--- src/rtl/tick_irq_gen.sv ---
// tick_irq_gen: N_CH independent periodic interrupt channels.
// Each channel divides clk by (div+1) and raises a pending flag on every
// period wrap. The pending flags are ORed into one interrupt request, and
// irq_id reports the lowest-numbered pending channel.
// Optional feature: define TICK_IRQ_OVR_EN to build the sticky per-channel
// overrun flags. Without it, ovr is tied to zero and no overrun flops exist.
module tick_irq_gen #(
  parameter int N_CH      = 2,
  parameter int CNT_W     = 16,
  parameter int DIV_RESET = 6249,
  localparam int CH_W     = (N_CH > 1) ? $clog2(N_CH) : 1
) (
  input  logic             clk,
  input  logic             reset,
  input  logic             div_we,
  input  logic [CH_W-1:0]  div_ch,
  input  logic [CNT_W-1:0] div_data,
  input  logic [N_CH-1:0]  en,
  input  logic [N_CH-1:0]  mask,
  input  logic [N_CH-1:0]  ack,
  output logic [N_CH-1:0]  pend,
  output logic [N_CH-1:0]  ovr,
  output logic             ei_req,
  output logic [CH_W-1:0]  irq_id
);

  localparam logic [CNT_W-1:0] DIV_INIT = CNT_W'(DIV_RESET);

  genvar gi;
  generate
    for (gi = 0; gi < N_CH; gi++) begin : g_ch
      logic [CNT_W-1:0] cnt_reg;
      logic [CNT_W-1:0] div_reg;
      logic             pend_reg;
      logic             wr_hit;
      logic             at_end;
      logic             tick;

      // A write whose channel index is out of range matches no channel,
      // so it is silently dropped.
      assign wr_hit = div_we && (int'(div_ch) == gi);
      assign at_end = (cnt_reg == div_reg);
      // A divisor write restarts the period, so it also swallows a tick
      // that would otherwise land on the same edge.
      assign tick   = en[gi] && at_end && !wr_hit;

      // Period counter and divisor register.
      always_ff @(posedge clk or posedge reset) begin
        if (reset) begin
          cnt_reg <= '0;
          div_reg <= DIV_INIT;
        end else if (wr_hit) begin
          cnt_reg <= '0;
          div_reg <= div_data;
        end else if (!en[gi] || at_end) begin
          cnt_reg <= '0;
        end else begin
          cnt_reg <= cnt_reg + 1'b1;
        end
      end

      // Pending flag: mask clears, tick sets (beats ack), ack clears.
      always_ff @(posedge clk or posedge reset) begin
        if (reset) begin
          pend_reg <= 1'b0;
        end else if (mask[gi]) begin
          pend_reg <= 1'b0;
        end else if (tick) begin
          pend_reg <= 1'b1;
        end else if (ack[gi]) begin
          pend_reg <= 1'b0;
        end
      end

      assign pend[gi] = pend_reg;

`ifdef TICK_IRQ_OVR_EN
      logic ovr_reg;

      // Sticky overrun: a tick arriving while the previous one is still
      // unserviced. Ack or mask always clears, even against a new tick.
      always_ff @(posedge clk or posedge reset) begin
        if (reset) begin
          ovr_reg <= 1'b0;
        end else if (ack[gi] || mask[gi]) begin
          ovr_reg <= 1'b0;
        end else if (tick && pend_reg) begin
          ovr_reg <= 1'b1;
        end
      end

      assign ovr[gi] = ovr_reg;
`endif
    end
  endgenerate

`ifndef TICK_IRQ_OVR_EN
  assign ovr = '0;
`endif

  assign ei_req = |pend;

  // Lowest-numbered pending channel wins; zero when nothing is pending.
  always_comb begin
    irq_id = '0;
    for (int i = N_CH - 1; i >= 0; i--) begin
      if (pend[i]) begin
        irq_id = CH_W'(i);
      end
    end
  end

endmodule

--- config.mk ---
export PLATFORM = sky130hd
export DESIGN_NAME = tick_irq_gen
export DESIGN_NICKNAME = d
export VERILOG_FILES = /design/src/rtl/tick_irq_gen.sv
export SDC_FILE = /design/constraint.sdc
export NUM_CORES = 1
export LEC_CHECK = 0
export CELL_PAD_IN_SITES_DETAIL_PLACEMENT = 2
export CELL_PAD_IN_SITES_GLOBAL_PLACEMENT = 2
export CORE_AREA = 2 2 93 95
export CTS_CLUSTER_DIAMETER = 60
export DETAILED_ROUTE_END_ITERATION = 8
export DIE_AREA = 0 0 95 97
export PLACE_DENSITY = 0.8
export SYNTH_ARGS = -nofsm -noshare
export SYNTH_HDL_FRONTEND = slang
export SYNTH_SLANG_ARGS = --single-unit
--- constraint.sdc ---
create_clock -name clk -period 3 [get_ports clk]
set_input_delay 0.3 -clock clk [delete_from_list [all_inputs] [get_ports clk]]
set_output_delay 0.3 -clock clk [all_outputs]
set_load 0.05 [all_outputs]
## Word-level counts from Yosys, hierarchy flattened

Cells that the tools add are included.

| cells by class | value |
|---|---|
| $add $sub $neg | 2 |
| equality and inequality tests | 2 |
| multiplexer cells | 12 |
| bitwise logic cells | 1 |
| reduce and logical (&&, ||, !) cells | 15 |

Operators by type and width:

| cell | number |
|---|---|
| 2-to-1 mux 16 bit | 4 |
| adder 16 x 1 -> 16 bit, second input constant | 2 |
| equality test 16 bit | 2 |
| 2-to-1 mux 1 bit | 8 |
| logical AND 1 bit | 6 |
| nonzero test 3 bit | 2 |
| zero test 1 bit | 4 |
| logical OR 1 bit | 2 |
| OR reduction 2 bit | 1 |
| NOT 1 bit | 1 |

| word-level totals | value |
|---|---|
| bits in registers | 66 |
| bits of input ports | 26 |
| output and inout bits | 6 |
| word-level logic and storage cells | 38 |

## Longest topological paths before layout

Gate-level depths: netlist of run 1.

| depth | value |
|---|---|
| depth after elaboration | 6 |
| mapped depth | 6 |
| depth with buffers taken out | 5 |

## Worst setup path after synthesis of run 1

OpenSTA, ideal clock, no wires.

| path | value |
|---|---|
| kind | reg-to-reg |
| from | register g_ch[0].div_reg[6] |
| to | register g_ch[0].cnt_reg[10] |
| library setup time | 0.136 ns |
| arrival | 1.523 ns |
| required time | 2.864 ns |
| path slack | 1.340 ns |
| cell stages (with the launch flop) | 6 |
| path buffers | 1 |
| clock period less this slack | 1.660 ns |
| path through | dfstp_2 -> xnor2_1 -> nand4_1 -> nor4_4 -> buf_2 -> nor3_1 |

| on the way | value |
|---|---|
| cells in the longest elaborated chain, start to end | 4 |

Ends and longest elaborated chain:

| item | line | source |
|---|---|---|
| from (decl) | 33 | `logic [CNT_W-1:0] div_reg;` |
| from (signal assigned) | 54 | `div_reg <= div_data;` |
| equality test 16 bit | 42 | `assign at_end = (cnt_reg == div_reg);` |
| logical OR 1 bit | 55 | `end else if (!en[gi] \|\| at_end) begin` |
| 2-to-1 mux 16 bit | 55 |  |
| 2-to-1 mux 16 bit | 52 | `end else if (wr_hit) begin` |
| to (signal assigned) | 58 | `cnt_reg <= cnt_reg + 1'b1;` |
| to (decl) | 32 | `logic [CNT_W-1:0] cnt_reg;` |

No other way between the ends.
A chain may end at the register's enable or synchronous reset.

## Worst setup path after layout of run 1

| path | value |
|---|---|
| from | register g_ch[1].pend_reg |
| to | output port ei_req |

| on the way | value |
|---|---|
| cells in the longest elaborated chain, start to end | 1 |

Ends and longest elaborated chain:

| item | line | source |
|---|---|---|
| from (decl) | 34 | `logic pend_reg;` |
| from (signal assigned) | 65 | `pend_reg <= 1'b0;` |
| from (signal assigned) | 67 | `pend_reg <= 1'b0;` |
| from (signal assigned) | 69 | `pend_reg <= 1'b1;` |
| OR reduction 2 bit | 101 | `assign ei_req = \|pend;` |
| to (decl) | 23 | `output logic ei_req,` |

No other way between the ends.

==> results of run 1 <==
[through the flow]
step           setup WS, ns  util (%)
4_1_cts               0.930      47.5
6_report              0.951      47.5
5_1_grt               0.901      47.5
3_5_place_dp          0.924      44.9
2_1_floorplan          1.07         -
3_3_place_gp           1.03      44.9
[report_power, final]
part           internal (mW)  total (mW)  switching [mW]
clock network          0.452       0.791           0.339
logic                  0.137       0.248           0.112
registers              0.977        1.03          0.0570
total                   1.57        2.07           0.507
[layout by cell type, fill, tap and decap left out, types with 2 or more instances in the layout]
master           synthesis  routed
xnor2_1                 46      46
clkbuf_8                 0      12
and3_1                   5       5
a211oi_1                 3       3
inv_1                    5       4
nor2_1                   6       6
clkdlybuf4s50_1          0      29
mux2_2                  32      32
nand2_1                  9       9
and4_1                   2       2
nand4_1                 16      16
nor4_4                   2       2
nor3_1                  30      30
conb_1                   1       2
nor4_1                   2       2
o41ai_1                  2       2
dfrtp_1                 54      54
ha_1                     2       2
a21o_1                   2       2
nand3_1                 10      10
or4b_1                   2       2
o21ai_0                  2       2
or3_1                    2       2
xor2_1                  10      10
nor3b_1                  4       4
clkbuf_1                 4       2
dfstp_2                 12      12
buf_4                    5       5
[worst min-delay path, stage by stage]
cell and delay, ns:
clkdlybuf4s50_1 0.43, inv_2 0.06, buf_4 0.63
[layout make-up]
class | count | share of cell area (%)
clock buffer | 14 | 4.47
clock inverter | 2 | 0.907
inverter | 5 | 0.486
multi-input combinational | 196 | 39.1
sequential | 66 | 43.1
tap | 105 | 3.40
timing repair buffer | 34 | 8.49
[final timing paths]
kind / cells past startpoint / endpoint
max: 2 / ei_req
min: 3 / g_ch[0].pend_reg
max reg2reg: 4 / g_ch[0].cnt_reg[15]
min reg2reg: 1 / g_ch[0].div_reg[10]
max in group asynchronous: 3 / g_ch[1].div_reg[4]
min in group clk: 1 / g_ch[0].div_reg[10]
[kinds of logic after synthesis]
logic type	share of synthesized area [%]
compound gates	2.37
simple gates	16.8
mux	11.0
other cells	0.115
buf+inv	3.10
fa+ha+maj	0.764
xor+xnor	15.0
flops	50.9
[per-layer routing]
metal	vias up	part of all wire (%)	track usage (%)
li1	1053	-	-
met1	1200	45	27.2
met2	40	50	33.7
met3	12	2.6	2.96
met4	0	1.7	7.69
met5	-	0	0
==> summary.md, run 1 <==
| Metric | Value |
|---|---|
| Outcome | `finished clean` |
| Vias | `roughly 2300` |
| DP HPWL | `between 5 and 6 mm` |
| Cells along the critical path | `or2_2 > clkdlybuf4s50_1` |
| Clk_lat worst skew | `between 0.3 and 0.4 ns` |
| Startpoint types | `flop` |
| Post-Synthesis Cells | `281` |
| CORE AREA | `~8000 µm²` |
| TNS Setup | `0 ns` |
| Origin of the critical flop-to-flop path | `g_ch[0].cnt_reg[0]` |
| PwrDens | `about 540 nW/µm²` |
| Yosys warning total | `0` |
| H-tree depth | `3` |
| Worst-Margin Slew | `a little over 0.8 ns` |
| Global route overflow | `0` |
| WP data required | `approximately 2.7 ns` |
| FF-to-FF setup slack | `about 1.1 ns` |
| Footprint of the multi-input gates | `approximately 1500 µm²` |
| Post_cts resized | `0` |
| Die width | `roughly 95 µm` |
| Hold Crit Class | `in2async` |
| CTS Buf Count | `9` |
| Yosys top cell by area | `dfrtp_1` |
| Post-synthesis cell type count | `32` |
| Die height | `between 90 and 100 µm` |
| Initial antenna violation count | `0` |
| TritonCTS Sinks | `between 60 and 70` |
| Final ANT Viol Nets | `0` |
| Ant diodes | `0` |
| Pin count of the biggest net entering global routing | `between 60 and 70` |
| Avg Cell Area, Syn | `around 12 µm²` |
| # rows | `33` |
| Placed Cells | `just over 400` |
| Skew final | `approximately 0.0066 ns` |
| CTS clock-pin slew for the worst setup and hold paths | `around 0.070 ns` |
| Mapped Area | `between 3000 and 4000 µm²` |
| Total wire length | `approximately 8.5 mm` |
| # IOs | `32` |
| CP Max Fanout | `4` |
| # setup viols final | `0` |
| Max clock buf depth | `2` |
| Die Footprint | `about 9200 µm²` |
| Max VDD drop | `~0.2 mV` |
| Sequential element share of the synthesized area | `between 50% and 60%` |
| Top delay family on crit path | `buffers and inverters` |
| Hold buffer count at cts | `0` |
| Max-capacitance violation count | `0` |
| Total Power | `slightly above 2 mW` |
| FF+latch count, synth | `66` |
| Hold Fails Final Rpt | `0` |
| Post-synth top flop | `dfrtp_1` |
| Vias/cell | `~5.5` |
| Crit Path Category | `reg2out` |
| Worst slew margin | `approximately 45%` |
| Count leader, synth | `dfrtp_1` |
| Routability cong. | `around 0.73` |
| Slowest CP cell | `clkdlybuf4s50_1` |
| Critical Path End Type | `output port` |
| CTS root buffer | `clkbuf_8` |
| Initial core utilization | `between 40% and 50%` |
| Worst EP arrival | `about 1.8 ns` |
| Total GRT Usage | `20.5%` |
| Post-synth top cells | `dfrtp_1, xnor2_1, mux2_2` |
| Fillers | `between 800 and 900` |
| Lkg Pwr | `1.49 nW` |
| Placed Instance Area | `3650 µm²` |
| Vias in the first global route | `~2700` |
| TritonCTS clock tree | `done` |
| CP Buf/Inv Count | `1` |
| Initial DRT Pass Iterations | `4` |
| Peak Freq | `between 400 and 500 MHz` |
| Non-filler cells, final | `422` |
| Iteration-0 DRC Markers | `60` |
| Post-synth top area share | `about two fifths` |
| Final Cycle Share | `68.3%` |
| Synth-to-layout area growth | `18.0%` |
| Min Hold Slack | `roughly 0.54 ns` |
| Share of layout cells above drive strength 1 | `a little over a fifth` |
| Tmin final | `between 2 and 2.5 ns` |
| Post-CTS Setup Repair Bufs | `0` |
| Most area-consuming cells after synthesis | `dfrtp_1, xnor2_1, mux2_2, dfstp_2, nor3_1` |
| FF+latch area | `1670 µm²` |
| Critical Path Source | `g_ch[1].pend_reg` |
| Post-synth EDFFs | `0` |
| Port bufs | `29` |
| CP max stage delay | `~0.70 ns` |
| Max Slew Vio Count | `0` |
| Final layout net count | `340` |
| First-pass GRT wire length | `between 10 and 15 mm` |
| Final Instance Area | `about 3900 µm²` |
| Unrepaired setup endpoints after global routing | `false` |
| DRC viols | `0` |
| Post-synth ARST share | `100%` |
| Per-cell routed wire length | `roughly 20 µm` |
(Power assumes the default switching activity.)
==> inputs of run 2 (changes only) <==
- CORE_AREA: 2 2 93 95 -> 2 2 96 98
- DIE_AREA: 0 0 95 97 -> 0 0 98 100
- PLACE_DENSITY: 0.8 -> 0.76
- clock period: 3 -> 1.9 ns (I/O delays scaled with it)
==> summary.md, run 2 (synthesis gave the netlist of run 1 again) <==
| Metric | Value |
|---|---|
| Max-capacitance violation count | `0 (unchanged)` |
| Skew final | `0.00698 ns (was 0.00656 ns)` |
| Part of the power in registers | `50.9% (was 49.9%)` |
| DRC viols | `0 (unchanged)` |
| Max Slew Vio Count | `0 (unchanged)` |
| Initial DRT Pass Iterations | `4 (unchanged)` |
| Final layout net count | `350 (was 340)` |
| Die height | `100 µm (was 97 µm)` |
| TNS Setup | `0 ns (unchanged)` |
| Internal power | `2.42 mW (was 1.57 mW)` |
| Layout Utilization | `44.6% (was 47.5%)` |
| H-tree depth | `3 (unchanged)` |
| Critical Path End Type | `flop (was output port)` |
| Iteration-0 DRC Markers | `79 (was 60)` |
| Outcome | `finished clean (unchanged)` |
| Most common cell after layout, fill and taps aside | `dfrtp_1 (unchanged)` |
| Final Cycle Share | `between 90 and 100%` |
| Ant diodes | `0 (unchanged)` |
| Routability cong. | `0.804 (was 0.734)` |
| Most frequent cells in the layout | `dfrtp_1, xnor2_1, mux2_2 (unchanged)` |
| Share of layout cells above drive strength 1 | `24.5% (was 21.8%)` |
| Worst slew margin | `66.1% (was 44.6%)` |
| Global route overflow | `0 (unchanged)` |
| # setup viols final | `0 (unchanged)` |
| Sw frac | `24.7% (was 24.5%)` |
| Port bufs | `29 (unchanged)` |
| Lkg Pwr | `1.57 nW (was 1.49 nW)` |
| Worst-Margin Slew | `0.507 ns (was 0.831 ns)` |
| Per-cell routed wire length | `19.9 µm (was 20.2 µm)` |
| Initial core utilization | `36.8% (was 40.3%)` |
| Clock power share | `36.4% (was 38.1%)` |
| Place WS | `0.171 ns (was 0.924 ns)` |
| Initial antenna violation count | `0 (unchanged)` |
| Peak Freq | `572 MHz` |
| Post-CTS Setup Repair Bufs | `0 (unchanged)` |
| First-pass GRT wire length | `14.6 mm (was 14.2 mm)` |
| Clk_lat worst skew | `0.33 ns (was 0.34 ns)` |
| Fillers | `906 (was 817)` |
| Startpoint types | `flop (unchanged)` |
| CTS Buf Count | `9 (unchanged)` |
| TritonCTS clock tree | `done (unchanged)` |
| Max VDD drop | `0.360 mV (was 0.197 mV)` |
| Max clock buf depth | `2 (unchanged)` |
| CTS root buffer | `clkbuf_8 (unchanged)` |
| Pin count of the biggest net entering global routing | `53 (was 67)` |
| PwrDens | `811 nW/µm² (was 537 nW/µm²)` |
| TritonCTS Sinks | `66 (unchanged)` |
| DP HPWL | `6.28 mm (was 5.87 mm)` |
| Vias/cell | `5.33 (was 5.46)` |
| Total wire length | `8.70 mm (was 8.52 mm)` |
| CORE AREA | `8890 µm² (was 8130 µm²)` |
| Vias in the first global route | `2628 (was 2658)` |
| Crit Path Category | `reg2reg (was reg2out)` |
| Tmin final | `1.75 ns` |
| CTS clock-pin slew for the worst setup and hold paths | `0.07 ns (about the same)` |
| Die width | `98 µm (was 95 µm)` |
| CP Max Fanout | `7 (was 4)` |
| Comb pwr share | `12.6% (was 12.0%)` |
| # rows | `35 (was 33)` |
| NetSw | `794 µW (was 507 µW)` |
| Hold Fails Final Rpt | `0 (unchanged)` |
| Synth-to-layout area growth | `21.1% (was 18.0%)` |
| Total GRT Usage | `19.3% (was 20.5%)` |
| # IOs | `32 (unchanged)` |
| Hold Crit Class | `in2async (unchanged)` |
| WP data required | `2.13 ns (was 2.70 ns)` |
| Unrepaired setup endpoints after global routing | `false (unchanged)` |
| Final ANT Viol Nets | `0 (unchanged)` |
| Vias | `2333 (was 2305)` |
| Worst EP arrival | `1.98 ns (was 1.75 ns)` |
| Worst setup margin | `0.152 ns (was 0.951 ns)` |
| Die Footprint | `9800 µm² (was 9220 µm²)` |
==> run 2: changes by cell type in the layout (fill, tap and decap cells not counted), moves of 2 or more <==
cell	change
buf_12	+2
buf_4	+8
clkbuf_8	+2
clkdlybuf4s50_1	-2
==> run 2: worst max-delay path, stage by stage (launching register included) <==
cell,delay (ns)
dfrtp_1,0.47
and4_1,0.25
nand4_1,0.16
or4b_1,0.51
a211oi_1,0.27
==> run 2: metal layers <==
metal | share of wire, % | up-vias | track usage, %
li1 | - | 1071 | -
met1 | 47 | 1219 | 25.9
met2 | 49 | 38 | 32.2
met3 | 2.8 | 5 | 3.69
met4 | 0.86 | 0 | 5.45
met5 | 0 | - | 0
==> run 2: worst paths after layout <==
path	slack [ns]	cells after the start	startpoint	to
setup / recovery	0.15	4	g_ch[1].cnt_reg[7]	g_ch[1].cnt_reg[15]
hold / removal	0.14	2	reset	g_ch[0].cnt_reg[5]
setup reg to reg	0.15	4	g_ch[1].cnt_reg[7]	g_ch[1].cnt_reg[15]
hold reg to reg	0.53	1	g_ch[1].div_reg[8]	g_ch[1].div_reg[8]
max in group asynchronous	1.11	3	reset	g_ch[0].div_reg[12]
min in group clk	0.51	2	div_data[12]	g_ch[1].div_reg[12]
==> run 2: what timing repair did <==
| item | CTS | global route |
|---|---|---|
| resized for setup | 1 | 1 |
| hold buffers | 0 | 0 |
| setup endpoints to repair | 1 | 1 |
==> run 2: final cells by class <==
class / instances / area (µm²) / area share, %
clock buffers: 15 / 196 / 4.95
clock inverters: 1 / 5.00 / 0.126
inverters: 5 / 18.8 / 0.473
multi-input cells: 196 / 1510 / 38.1
flip-flops and latches: 66 / 1670 / 42.0
well taps: 111 / 139 / 3.50
repair buffers: 44 / 429 / 10.8
==> run 2: per-stage QoR <==
| step | cells | area (µm²) | total power [mW] | hold slack, ns |
|---|---|---|---|---|
| 6_report | 438 | 3970 | 3.22 | 0.141 |
| 3_3_place_gp | 422 | 3760 | 2.04 | 0.504 |
| 3_5_place_dp | 422 | 3760 | 2.07 | 0.510 |
| 2_1_floorplan | 282 | 3280 | 1.90 | 0.341 |
| 5_1_grt | 438 | 3970 | 3.38 | 0.162 |
| 4_1_cts | 438 | 3960 | 3.26 | 0.135 |
==> run 2: power by group through the flow <==
stage	sequential (mW)	combinational (mW)	clock, mW
final	1.64	0.406	1.17
after global routing	1.65	0.445	1.28
after CTS	1.64	0.417	1.20
after detailed placement	1.66	0.405	0
after global placement	1.66	0.384	0
after floorplan	1.63	0.272	0
